## config.mk

```make
export PLATFORM = sky130hd
export DESIGN_NAME = lut_loader
export DESIGN_NICKNAME = d
export VERILOG_FILES = /design/src/rtl/lut_loader_pkg.sv /design/src/rtl/lut_store.sv /design/src/rtl/lut_loader.sv
export SDC_FILE = /design/constraint.sdc
export NUM_CORES = 1
export LEC_CHECK = 0
export BUFFER_PORTS_ARGS = -buffer_cell sky130_fd_sc_hd__buf_2
export CAP_MARGIN = 20
export CORE_ASPECT_RATIO = 0.7
export CORE_MARGIN = 2
export CORE_UTILIZATION = 59
export CTS_BUF_LIST = sky130_fd_sc_hd__clkbuf_2
export DETAILED_ROUTE_END_ITERATION = 8
export PLACE_DENSITY = 0.78
export SLEW_MARGIN = 5
export SYNTH_ARGS = -nofsm -noshare
export SYNTH_HDL_FRONTEND = slang
export SYNTH_HIERARCHICAL = 1
export SYNTH_SLANG_ARGS = --single-unit
export TNS_END_PERCENT = 100
```

## constraint.sdc

```tcl
create_clock -name clk -period 3.4 [get_ports clk]
set_input_delay 0.17 -clock clk [delete_from_list [all_inputs] [get_ports clk]]
set_output_delay 0.17 -clock clk [all_outputs]
set_load 0.01 [all_outputs]
```

## src/rtl/lut_loader_pkg.sv

```systemverilog
// Shared types and constants for the lut_loader branch-target table loader.
package lut_loader_pkg;

  typedef enum logic [2:0] {
    IDLE,
    LEN,
    LO,
    HI,
    CHK,
    DONE
  } state_t;

  localparam int DEF_D = 12;
  localparam int DEF_A = 6;

  // A length byte of zero requests a full table load.
  localparam logic [7:0] LEN_FULL = 8'd0;

  function automatic int unsigned load_len(input logic [7:0] len_byte,
                                           input int unsigned depth);
    int unsigned n;
    n = {24'd0, len_byte};
    if (len_byte == LEN_FULL || n > depth) n = depth;
    return n;
  endfunction

endpackage

```

## src/rtl/lut_store.sv

```systemverilog
// 2**A x D register file: one synchronous write port, one combinational read
// port, synchronous active-low clear of every entry.
module lut_store
  import lut_loader_pkg::*;
#(
  parameter int D = DEF_D,
  parameter int A = DEF_A
) (
  input  logic         clk,
  input  logic         reset_n,
  input  logic         we,
  input  logic [A-1:0] waddr,
  input  logic [D-1:0] wdata,
  input  logic [A-1:0] raddr,
  output logic [D-1:0] rdata
);

  logic [D-1:0] mem [2**A];

  // NOTE: the table must read 0 after reset, so this storage is deliberately
  // cleared; that keeps it in flops rather than a RAM macro.
  always_ff @(posedge clk) begin
    if (!reset_n) begin
      for (int i = 0; i < 2**A; i++) mem[i] <= '0;
    end else if (we) begin
      mem[waddr] <= wdata;
    end
  end

  assign rdata = mem[raddr];

endmodule

```

## src/rtl/lut_loader.sv

```systemverilog
// Byte-stream loader for a writable branch-target table with combinational lookup.
// Optional trailing checksum byte enabled by defining LUT_LOADER_CHECKSUM_EN.
module lut_loader
  import lut_loader_pkg::*;
#(
  parameter int D = DEF_D,
  parameter int A = DEF_A
) (
  input  logic         clk,
  input  logic         reset_n,
  input  logic         start,
  input  logic [7:0]   in_byte,
  input  logic         in_valid,
  output logic         in_ready,
  input  logic [A-1:0] addr,
  output logic [D-1:0] target,
  output logic         busy,
  output logic         done,
  output logic [A:0]   count,
  output logic         err
);

  localparam int unsigned DEPTH = 1 << A;

  state_t     state_q, state_d;
  logic [A:0] len_q, count_q;
  logic [7:0] lo_q;
  logic       accept, last_pair, wr_en;

  assign in_ready  = state_q inside {LEN, LO, HI, CHK};
  assign busy      = in_ready;
  assign done      = (state_q == DONE);
  assign count     = count_q;
  // Start wins over the handshake: a byte offered alongside it is dropped.
  assign accept    = in_valid && in_ready && !start;
  assign last_pair = (count_q + 1'b1) >= len_q;
  assign wr_en     = accept && (state_q == HI);

  // NOTE: sequential state uses non-blocking assignments so every register
  // samples the pre-edge values, independent of block ordering.
  always_ff @(posedge clk) begin
    if (!reset_n) state_q <= IDLE;
    else          state_q <= state_d;
  end

  // NOTE: state_d gets its default first so no path through the case leaves
  // it unassigned, which would infer a latch.
  always_comb begin
    state_d = state_q;
    if (start) begin
      state_d = LEN;
    end else if (accept) begin
      case (state_q)
        LEN: state_d = LO;
        LO:  state_d = HI;
        HI: begin
          if (!last_pair) state_d = LO;
`ifdef LUT_LOADER_CHECKSUM_EN
          else            state_d = CHK;
`else
          else            state_d = DONE;
`endif
        end
        CHK:     state_d = DONE;
        default: state_d = state_q;
      endcase
    end
  end

  always_ff @(posedge clk) begin
    if (!reset_n) begin
      len_q   <= '0;
      count_q <= '0;
      lo_q    <= '0;
    end else if (start) begin
      count_q <= '0;
    end else if (accept) begin
      case (state_q)
        LEN:     len_q   <= (A+1)'(load_len(in_byte, DEPTH));
        LO:      lo_q    <= in_byte;
        HI:      count_q <= count_q + 1'b1;
        default: ;
      endcase
    end
  end

`ifdef LUT_LOADER_CHECKSUM_EN
  logic [7:0] sum_q;
  logic       err_q;

  // Running mod-256 sum of the length byte and every data byte.
  always_ff @(posedge clk) begin
    if (!reset_n || start) begin
      sum_q <= '0;
      err_q <= 1'b0;
    end else if (accept) begin
      if (state_q == CHK) err_q <= (in_byte != sum_q);
      else                sum_q <= sum_q + in_byte;
    end
  end

  assign err = err_q;
`else
  assign err = 1'b0;
`endif

  lut_store #(.D(D), .A(A)) u_store (
    .clk    (clk),
    .reset_n(reset_n),
    .we     (wr_en),
    .waddr  (count_q[A-1:0]),
    .wdata  ({in_byte[D-9:0], lo_q}),
    .raddr  (addr),
    .rdata  (target)
  );

endmodule
```

# Yosys cells after proc, flatten, opt, wreduce, memory -nomap -nowiden
# Memory sizes are Yosys's and may differ from the RTL's.
# Cells that the tools add are included.
[word_totals] reg_bits=25 ramBits=768 inputBits=18 mem_count=1
[classes] add_sub_neg=1 order_cmp=2 n_eq_ne=5 mux=12 n_bitwise=2 reduce_logical=16
[mem_list] name="u_store.mem" words=64 word_bits=12 rd=1 rd_ports_with_merged_regs=0 write_ports=64 line_no="lut_store.sv:18" rtl="logic [D-1:0] mem [2**A];"
[op_table] operator="$mux 12" count=1
[op_table] operator="$pmux 3 s4" count=1
[op_table] operator="$reduce_or 12->1" count=1
[op_table] operator="$gt 8x7->1 const B" count=1
[op_table] operator="$logic_not 8->1" count=1
[op_table] operator="$add 7x1->7 const B" count=1
[op_table] operator="$ge 7x7->1" count=1
[op_table] operator="$mux 1" count=7
[op_table] operator="$mux 7" count=1
[op_table] operator="$eq 3x2->1 const B" count=2
[op_table] operator="$eq 3x3->1 const B" count=2
[op_table] operator="$mux 6" count=1
[op_table] operator="$reduce_and 2->1" count=3
[op_table] operator="$reduce_and 3->1" count=2
[op_table] operator="$reduce_bool 5->1" count=1
[op_table] operator="$reduce_bool 4->1" count=1
[op_table] operator="$eq 3x1->1 const B" count=1
[op_table] operator="$logic_and 1x1->1" count=3
[op_table] operator="$mux 3" count=1
[op_table] operator="$not 1->1" count=2
[op_table] operator="$reduce_bool 2->1" count=1
[op_table] operator="$reduce_or 2->1" count=1
[op_table] operator="$logic_not 1->1" count=1
[op_table] operator="$logic_or 1x1->1" count=1

# Depth between registers and ports, before layout
# Gate-level depths: netlist of the first run.
[logic_depth] depth_word=10 depth_mapped=10

# Modules after synthesis
# Netlist of the first run, hierarchy kept.
[by_module_without_submodules] module="lut_store" n_inst=1 cells_each=2336 area_each_um2=35502.8 seq_area_each_um2=23062.1
[by_module_without_submodules] module="lut_loader" n_inst=1 cells_each=153 area_each_um2=1346.3 seq_area_each_um2=500.5

# Least setup slack after synthesis of the first run
# Ideal clock, no wire load.
[synth_timing] path_type="register -> register" start="reg state_q[2]" end="mem u_store/mem[26][0] in the netlist's numbering (enable)" setup_ns=0.398 arrival_time_ns=2.775 setup_slack_ns=0.227 stages_incl_launch_ff=8 cell_sequence="dfxtp_1 or3b_1 buf_2 nor2_1 nand2_1 or3_1 clkbuf_1 o21ai_0"
[synth_rtl] element="start: declaration" line_no="lut_loader.sv:25" rtl="state_t state_q, state_d;"
[synth_rtl] element="start signal: assignment" line_no="lut_loader.sv:43" rtl="else state_q <= state_d;"
[synth_rtl] element="end: declaration" line_no="lut_store.sv:18"

# Worst setup path in the final report of the first run
[layout_timing] start="mem u_store/mem[35][10] in the netlist's numbering" end="out target[10]"
[layout_via] elab_chain_len=1
[layout_rtl] element="$mem_v2 64x12"
[layout_rtl] element="end: declaration" line_no="lut_loader.sv:16" rtl="output logic [D-1:0] target,"
# No other way between the ends.

==> results of run 1 <==
## metal layers
metal	vias up	track usage (%)	wire [µm]
met3	156	8.90	12100
met5	-	0	10
met4	2	8.02	1880
met1	11209	44.2	37800
met2	1426	45.1	43100
li1	9529	-	-
## kinds of logic (layout without fill, tap and decap cells)
family / Yosys count / in the layout / share of synthesized area (%)
multiplexers: 262 / 262 / 13.7
adder cells (fa/ha/maj): 8 / 8 / 0.272
XOR/XNOR: 12 / 12 / 0.285
other: 1 / 6 / 0.0102
flip-flops: 793 / 793 / 63.9
AND/OR/NAND/NOR: 975 / 975 / 15.8
AO/OA/AOI/OAI: 181 / 181 / 2.89
buffers and inverters: 257 / 561 / 3.08
## sequential cells by signal (all words and copies together) (netlist names)
name / flops
u_store/mem: 768
lo_q: 8
count: 7
len_q: 7
state_q: 3
## cell type report
| type | instances | area, µm² | area share, % |
|---|---|---|---|
| clock buffers | 264 | 1320 | 3.25 |
| repair buffers | 240 | 1870 | 4.60 |
| diodes | 5 | 12.5 | 0.0308 |
| multi-input cells | 1439 | 12500 | 30.8 |
| well taps | 819 | 1020 | 2.52 |
| flip-flops and latches | 793 | 23600 | 58.0 |
| clock inverters | 48 | 305 | 0.751 |
| inverters | 9 | 33.8 | 0.0831 |
## metrics by stage
step | cell area [µm²] | total power, mW | hold slack (ns) | cells | utilization, %
after floorplan | 36800 | 12.1 | 0.303 | 2489 | -
after global placement | 38400 | 12.6 | 0.447 | 3272 | 62.3
after detailed placement | 38400 | 12.6 | 0.459 | 3272 | 62.3
after CTS | 40500 | 18.7 | 0.0688 | 3612 | 65.8
after global routing | 40700 | 19.3 | 0.234 | 3615 | 66.0
final | 40700 | 18.6 | 0.267 | 3617 | 66.0
## worst paths after layout
path	startpoint	to	slack, ns
setup / recovery	u_store/mem[35][10]$_SDFFCE_PN0P_	target[10]	0.05
hold / removal	in_byte[0]	len_q[0]$_SDFFE_PN0P_	0.27
setup reg to reg	state_q[2]$_SDFFE_PP0P_	u_store/mem[18][0]$_SDFFCE_PN0P_	0.08
hold reg to reg	len_q[3]$_SDFFE_PN0P_	len_q[3]$_SDFFE_PN0P_	0.48
## Yosys cell counts (all sizes together), types with 2 or more instances
| cell type | instances | area, µm² |
|---|---|---|
| ha | 8 | 100 |
| a221o | 3 | 30.0 |
| or4 | 2 | 22.5 |
| a221oi | 3 | 26.3 |
| a21boi | 4 | 30.0 |
| a21oi | 26 | 130 |
| nor4 | 4 | 31.3 |
| nand3 | 12 | 60.1 |
| a211oi | 15 | 113 |
| o31a | 2 | 17.5 |
| dfxtp | 25 | 500 |
| nor2 | 92 | 345 |
| nand4b | 2 | 17.5 |
| or2 | 7 | 43.8 |
| nor3 | 12 | 60.1 |
| nand2 | 25 | 93.8 |
| mux4 | 193 | 4350 |
| mux2 | 10 | 113 |
| and3 | 3 | 18.8 |
| or3 | 10 | 62.6 |
| nor2b | 13 | 81.3 |
| edfxtp | 768 | 23100 |
| buf | 77 | 458 |
| a21o | 3 | 22.5 |
| nand2b | 9 | 56.3 |
| o211ai | 3 | 22.5 |
| o21ai | 94 | 470 |
| xnor2 | 8 | 70.1 |
| mux2i | 59 | 591 |
| clkbuf | 171 | 642 |
| and2 | 770 | 4820 |
| nand3b | 10 | 87.6 |
| o22ai | 16 | 100 |
| inv | 9 | 33.8 |
| a32o | 3 | 30.0 |
| or3b | 2 | 17.5 |
| a22oi | 3 | 22.5 |
| xor2 | 4 | 35.0 |
## cells in the final DEF, fill, tap and decap left out, types with 13 or more instances in the layout
cell type and instances:
sky130_fd_sc_hd__mux4_2 193, sky130_fd_sc_hd__nand2_1 24, sky130_fd_sc_hd__nor2_1 83, sky130_fd_sc_hd__and2_1 770, sky130_fd_sc_hd__clkinv_1 33, sky130_fd_sc_hd__dfxtp_1 13
sky130_fd_sc_hd__o21ai_0 38, sky130_fd_sc_hd__nor2b_1 13, sky130_fd_sc_hd__buf_4 169, sky130_fd_sc_hd__buf_2 34, sky130_fd_sc_hd__o21ai_1 44, sky130_fd_sc_hd__edfxtp_1 768
sky130_fd_sc_hd__mux2i_1 45, sky130_fd_sc_hd__dlygate4sd3_1 28, sky130_fd_sc_hd__clkbuf_2 264, sky130_fd_sc_hd__a21oi_1 24
## worst max-delay path: stages, from the launching register on
cell,delay [ns]
sky130_fd_sc_hd__edfxtp_1,0.38
sky130_fd_sc_hd__mux4_2,0.50
sky130_fd_sc_hd__mux4_2,0.60
sky130_fd_sc_hd__nor2_4,0.15
sky130_fd_sc_hd__o31ai_4,0.09
sky130_fd_sc_hd__buf_2,0.17
## where the power goes
part / switching (mW) / total [mW] / internal, mW
combinational: 0.874 / 1.46 / 0.587
sequential: 0.110 / 11.1 / 11.0
clock: 3.76 / 6.07 / 2.31
total: 4.75 / 18.6 / 13.9
## timing repair
item                                   4_1_cts  5_1_grt
gates resized for setup                     63       29
hold buffers                                28        0
setup endpoints to repair                   12       43
pin swaps                                   15       11
endpoints found under the hold margin      968        0
==> impl_metrics.yaml, run 1 <==
worst_setup_path:
  cp.required_ns: 3.23
  critical_path_peak_fanout: 1
  type_of_element_capturing_the_critical_path: "primary output"
  worstSetupPathType: "reg -> out"
  worst_r2r_path_depth: 6
  timing.critical_path.from_type: "register"
  arrival_worst_endpoint_ns: 3.18
yosys:
  netlist_instances: 2489
  syn-num-nets: 2515
  synth-seq-area-share_pct: 63.9
  yosys_warnings: 6
  synthDistinctLibCells: 55
  syn_avg_cell_area_um2: 14.8
  synthFlopType: "sky130_fd_sc_hd__edfxtp_1"
  synth_seq_cells: 793
  edff_count_synth: 768
  postSynth.asyncResetShare_pct: 0
  synthesis.area_um2: 36800
min_path:
  hold_class: "in -> reg"
  worst_hold_path.num_cells: 5
detailed_routing:
  first_iter_violations: 3139
  vias_per_cell: 6.17
  routed_wirelength_mm: 94.9
  drt-wirelength-per-cell_um: 26.2
  drt_pass1_iterations: 8
  drcViolationCount: 0
  overall_via_count_from_detail_route: 22322
  final_antenna_net_count: 0
power:
  power_density_relative_to_cell_area_nw_per_um2: 458
  p_leak_nw: 15.1
  worst_ir_drop_vdd_v: 0.000309
grt:
  grt_pass1_vias: 22534
  global_route.usage.total_pct: 30.3
  grt_max_degree: 86
  antenna_found_initial: 3
  grt.overflow.total: 0
  grt_first_pass_wirelength_mm: 142
finish:
  area_delta_synth_final_pct: 10.3
  layout.filler_cells: 4204
  layout-drive-gt1-share_pct: 27.3
  num-nets-final: 2692
clocking:
  tritoncts.num_buffers: 183
  clockBufferDepth: 3
  tritoncts_clock_tree: "yes"
  cts.sink_count: 793
  cts.htree.levels: 4
  clkSlewWorstSetupHoldPaths_ns: 0.11
  clock_latency_ns: 1.30
  post-cts-setup-buffers: 0
  cts_root_buffer: "sky130_fd_sc_hd__clkbuf_2"
sta:
  achievable-frequency_mhz: 299
  fin_setup_tns_ns: 0
  unrepaired_setup_endpoints_after_global_routing: "yes"
  final_critical_path_setup_slack_ns: 0.0514
  setup_skew_ns: 0.103
  timing_max_transition_violations_final: 0
  finalSetupViolations: 0
  finalHoldViolations: 0
  relSlewSlack_pct: 29.9
  post-route-period-util_pct: 98.5
  finalCriticalPeriod_ns: 3.35
  timing_worst_slew_pin_value_ns: 1.05
placed_design:
  numPortBuffers: 39
  dp_worst_setup_slack_ns: 0.218
  routabilityCongestion: 0.906
  dp.final_hpwl_mm: 60.1
die:
  floorplan.die.height_um: 213
  dieArea_um2: 64500
  pin_count: 41
  core_area_um2: 61600
  start_util_pct: 59.8
  std_cell_rows: 76
  die_width_um: 303
job:
  timing.max_cap.violations: 0
status:
  run_status: "complete, no violations"
(Power assumes the default switching activity.)
==> inputs of run 2 (changes only) <==
--- a/config.mk
+++ b/config.mk
@@ -7,12 +7,14 @@
 export LEC_CHECK = 0
 export BUFFER_PORTS_ARGS = -buffer_cell sky130_fd_sc_hd__buf_2
 export CAP_MARGIN = 20
+export CELL_PAD_IN_SITES_DETAIL_PLACEMENT = 0
+export CELL_PAD_IN_SITES_GLOBAL_PLACEMENT = 1
 export CORE_ASPECT_RATIO = 0.7
 export CORE_MARGIN = 2
-export CORE_UTILIZATION = 59
+export CORE_UTILIZATION = 51
 export CTS_BUF_LIST = sky130_fd_sc_hd__clkbuf_2
 export DETAILED_ROUTE_END_ITERATION = 8
-export PLACE_DENSITY = 0.78
+export PLACE_DENSITY_LB_ADDON = 0.1
 export SLEW_MARGIN = 5
 export SYNTH_ARGS = -nofsm -noshare
 export SYNTH_HDL_FRONTEND = slang
==> impl_metrics.yaml, run 2 (synthesis gave the netlist of run 1 again) <==
die:
  std_cell_rows: 82
  pin_count: 41
  start_util_pct: 51.5
  floorplan.die.height_um: 229
  core_area_um2: 71500
  dieArea_um2: 74500
  die_width_um: 325
power:
  p_leak_nw: 15.2
  power_density_relative_to_cell_area_nw_per_um2: 457
  worst_ir_drop_vdd_v: 0.000294
  total_power_after_layout_mw: 18.6
worst_setup_path:
  critical_path_peak_fanout: 1
  arrival_worst_endpoint_ns: 3.38
  worst-r2r-setup-slack_ns: 0.23
  cp.required_ns: 3.23
  r2r_start: "state_q[2]$_SDFFE_PP0P_"
  type_of_element_capturing_the_critical_path: "primary output"
  worstSetupPathType: "reg -> out"
  crit_path_start: "u_store/mem[12][0]$_SDFFCE_PN0P_"
  timing.critical_path.from_type: "register"
  crit_end: "target[0]"
  regToRegEndpoint: "u_store/mem[52][3]$_SDFFCE_PN0P_"
  worst_r2r_path_depth: 6
finish:
  largestRegisters: "u_store/mem x768, lo_q x8"
  area_delta_synth_final_pct: 10.9
  fin_cells: 3790
  layout-drive-gt1-share_pct: 26.6
  max_flop_register: "u_store/mem"
  final_cell_mix: "sky130_fd_sc_hd__and2_1 (770), sky130_fd_sc_hd__edfxtp_1 (768), sky130_fd_sc_hd__clkbuf_2 (250)"
  most_common_library_cell_in_the_layout_ignoring_fill_and_taps: "sky130_fd_sc_hd__and2_1"
  num-nets-final: 2703
  largest_reg_flops: 768
sta:
  relSlewSlack_pct: 33.7
  timing_max_transition_violations_final: 0
  finalSetupViolations: 12
  post-route-period-util_pct: 104
  final_critical_path_setup_slack_ns: -0.150
  finalHoldViolations: 0
  setup_skew_ns: 0.0756
  timing_worst_slew_pin_value_ns: 0.995
  achievable-frequency_mhz: 282
  fin_setup_tns_ns: -0.808
  finalCriticalPeriod_ns: 3.55
  unrepaired_setup_endpoints_after_global_routing: "yes"
detailed_routing:
  drt-wirelength-per-cell_um: 26.6
  overall_via_count_from_detail_route: 21811
  drcViolationCount: 0
  first_iter_violations: 2516
  final_antenna_net_count: 0
  drt_pass1_iterations: 5
  routed_wirelength_mm: 101
  vias_per_cell: 5.75
grt:
  antenna_found_initial: 3
  grt_max_degree: 67
  grt.overflow.total: 0
  grt_pass1_vias: 21866
  global_route.usage.total_pct: 27.6
  grt_first_pass_wirelength_mm: 148
clocking:
  post-cts-setup-buffers: 0
  tritoncts.num_buffers: 189
  clkSlewWorstSetupHoldPaths_ns: 0.10
  tritoncts_clock_tree: "yes"
  clockBufferDepth: 3
  cts.htree.levels: 4
  cts_root_buffer: "sky130_fd_sc_hd__clkbuf_2"
  cts.sink_count: 793
  clock_latency_ns: 1.44
placed_design:
  routabilityCongestion: 0.845
  dpl.cell_count: 3421
  dp.final_hpwl_mm: 62.3
  numPortBuffers: 39
status:
  run_status: "complete, but fails checks"
  violated_checks: "negative setup slack"
job:
  timing.max_cap.violations: 0
min_path:
  hold_class: "in -> reg"
==> run 2: cell count changes in the layout (fill, tap and decap cells not counted), sizes merged, moves of 2 or more <==
cell / before / now
clkinvlp: 5 / 0
clkinv: 38 / 68
inv: 11 / 13
dlygate4sd3: 28 / 32
diode: 5 / 13
clkbuf: 264 / 250
==> run 2: routing by layer <==
metal | GRT usage, % | share of wire (%)
met1 | 42.6 | 46
met2 | 38.9 | 43
met3 | 6.59 | 9.2
met4 | 7.97 | 1.8
met5 | 0 | 0
==> run 2: worst min-delay path by stage <==
stage                                     start  cells after the start  slack, ns                          endpoint
after global placement    len_q[1]$_SDFFE_PN0P_                      2       0.45             len_q[1]$_SDFFE_PN0P_
after CTS                            in_byte[3]                      5      0.002              lo_q[3]$_SDFFE_PN0P_
after global routing                    reset_n                      5       0.05  u_store/mem[17][1]$_SDFFCE_PN0P_
after floorplan                      in_byte[1]                      2       0.30             len_q[1]$_SDFFE_PN0P_
after detailed placement  len_q[1]$_SDFFE_PN0P_                      2       0.45             len_q[1]$_SDFFE_PN0P_
final                                in_byte[3]                      5       0.16              lo_q[3]$_SDFFE_PN0P_
==> run 2: critical path, cell delays in order, from the launching register on <==
cell	delay (ns)
sky130_fd_sc_hd__edfxtp_1	0.39
sky130_fd_sc_hd__mux4_2	0.45
sky130_fd_sc_hd__mux2i_1	0.18
sky130_fd_sc_hd__a21oi_1	0.28
sky130_fd_sc_hd__o21ai_2	0.38
sky130_fd_sc_hd__o21ai_2	0.12
sky130_fd_sc_hd__buf_2	0.16
==> run 2: repair_timing <==
action | CTS | global route
endpoints found under the setup margin | 12 | 96
hold buffers | 32 | 0
hold endpoints to repair | 1300 | 0
pin swaps | 13 | 4
resized for setup | 65 | 12
==> run 2: where the power goes <==
group | internal (mW) | switching (mW) | leakage, nW
logic | 0.587 | 0.861 | 5.80
clock network | 2.23 | 3.87 | 1.23
registers | 11.0 | 0.124 | 8.13
total | 13.8 | 4.86 | 15.2
==> run 2: area by class of cell <==
cell class	instances	area (µm²)
antenna	13	32.5
clock buffer	250	1250
clock inverter	75	375
fill	5796	30700
inverter	9	33.8
multi-input combinational	1439	12400
sequential	793	23600
tap	966	1210
timing repair buffer	245	1930
==> run 2: stage by stage <==
stage	cell area [µm²]	worst slack (ns)	hold slack (ns)	util [%]
after global placement	38600	0.226	0.454	53.9
final	40800	-0.150	0.160	57.1
after floorplan	36800	0.227	0.303	-
after CTS	40800	-0.325	0.00241	57.0
after detailed placement	38600	0.125	0.451	53.9
after global routing	40800	-0.375	0.0456	57.1
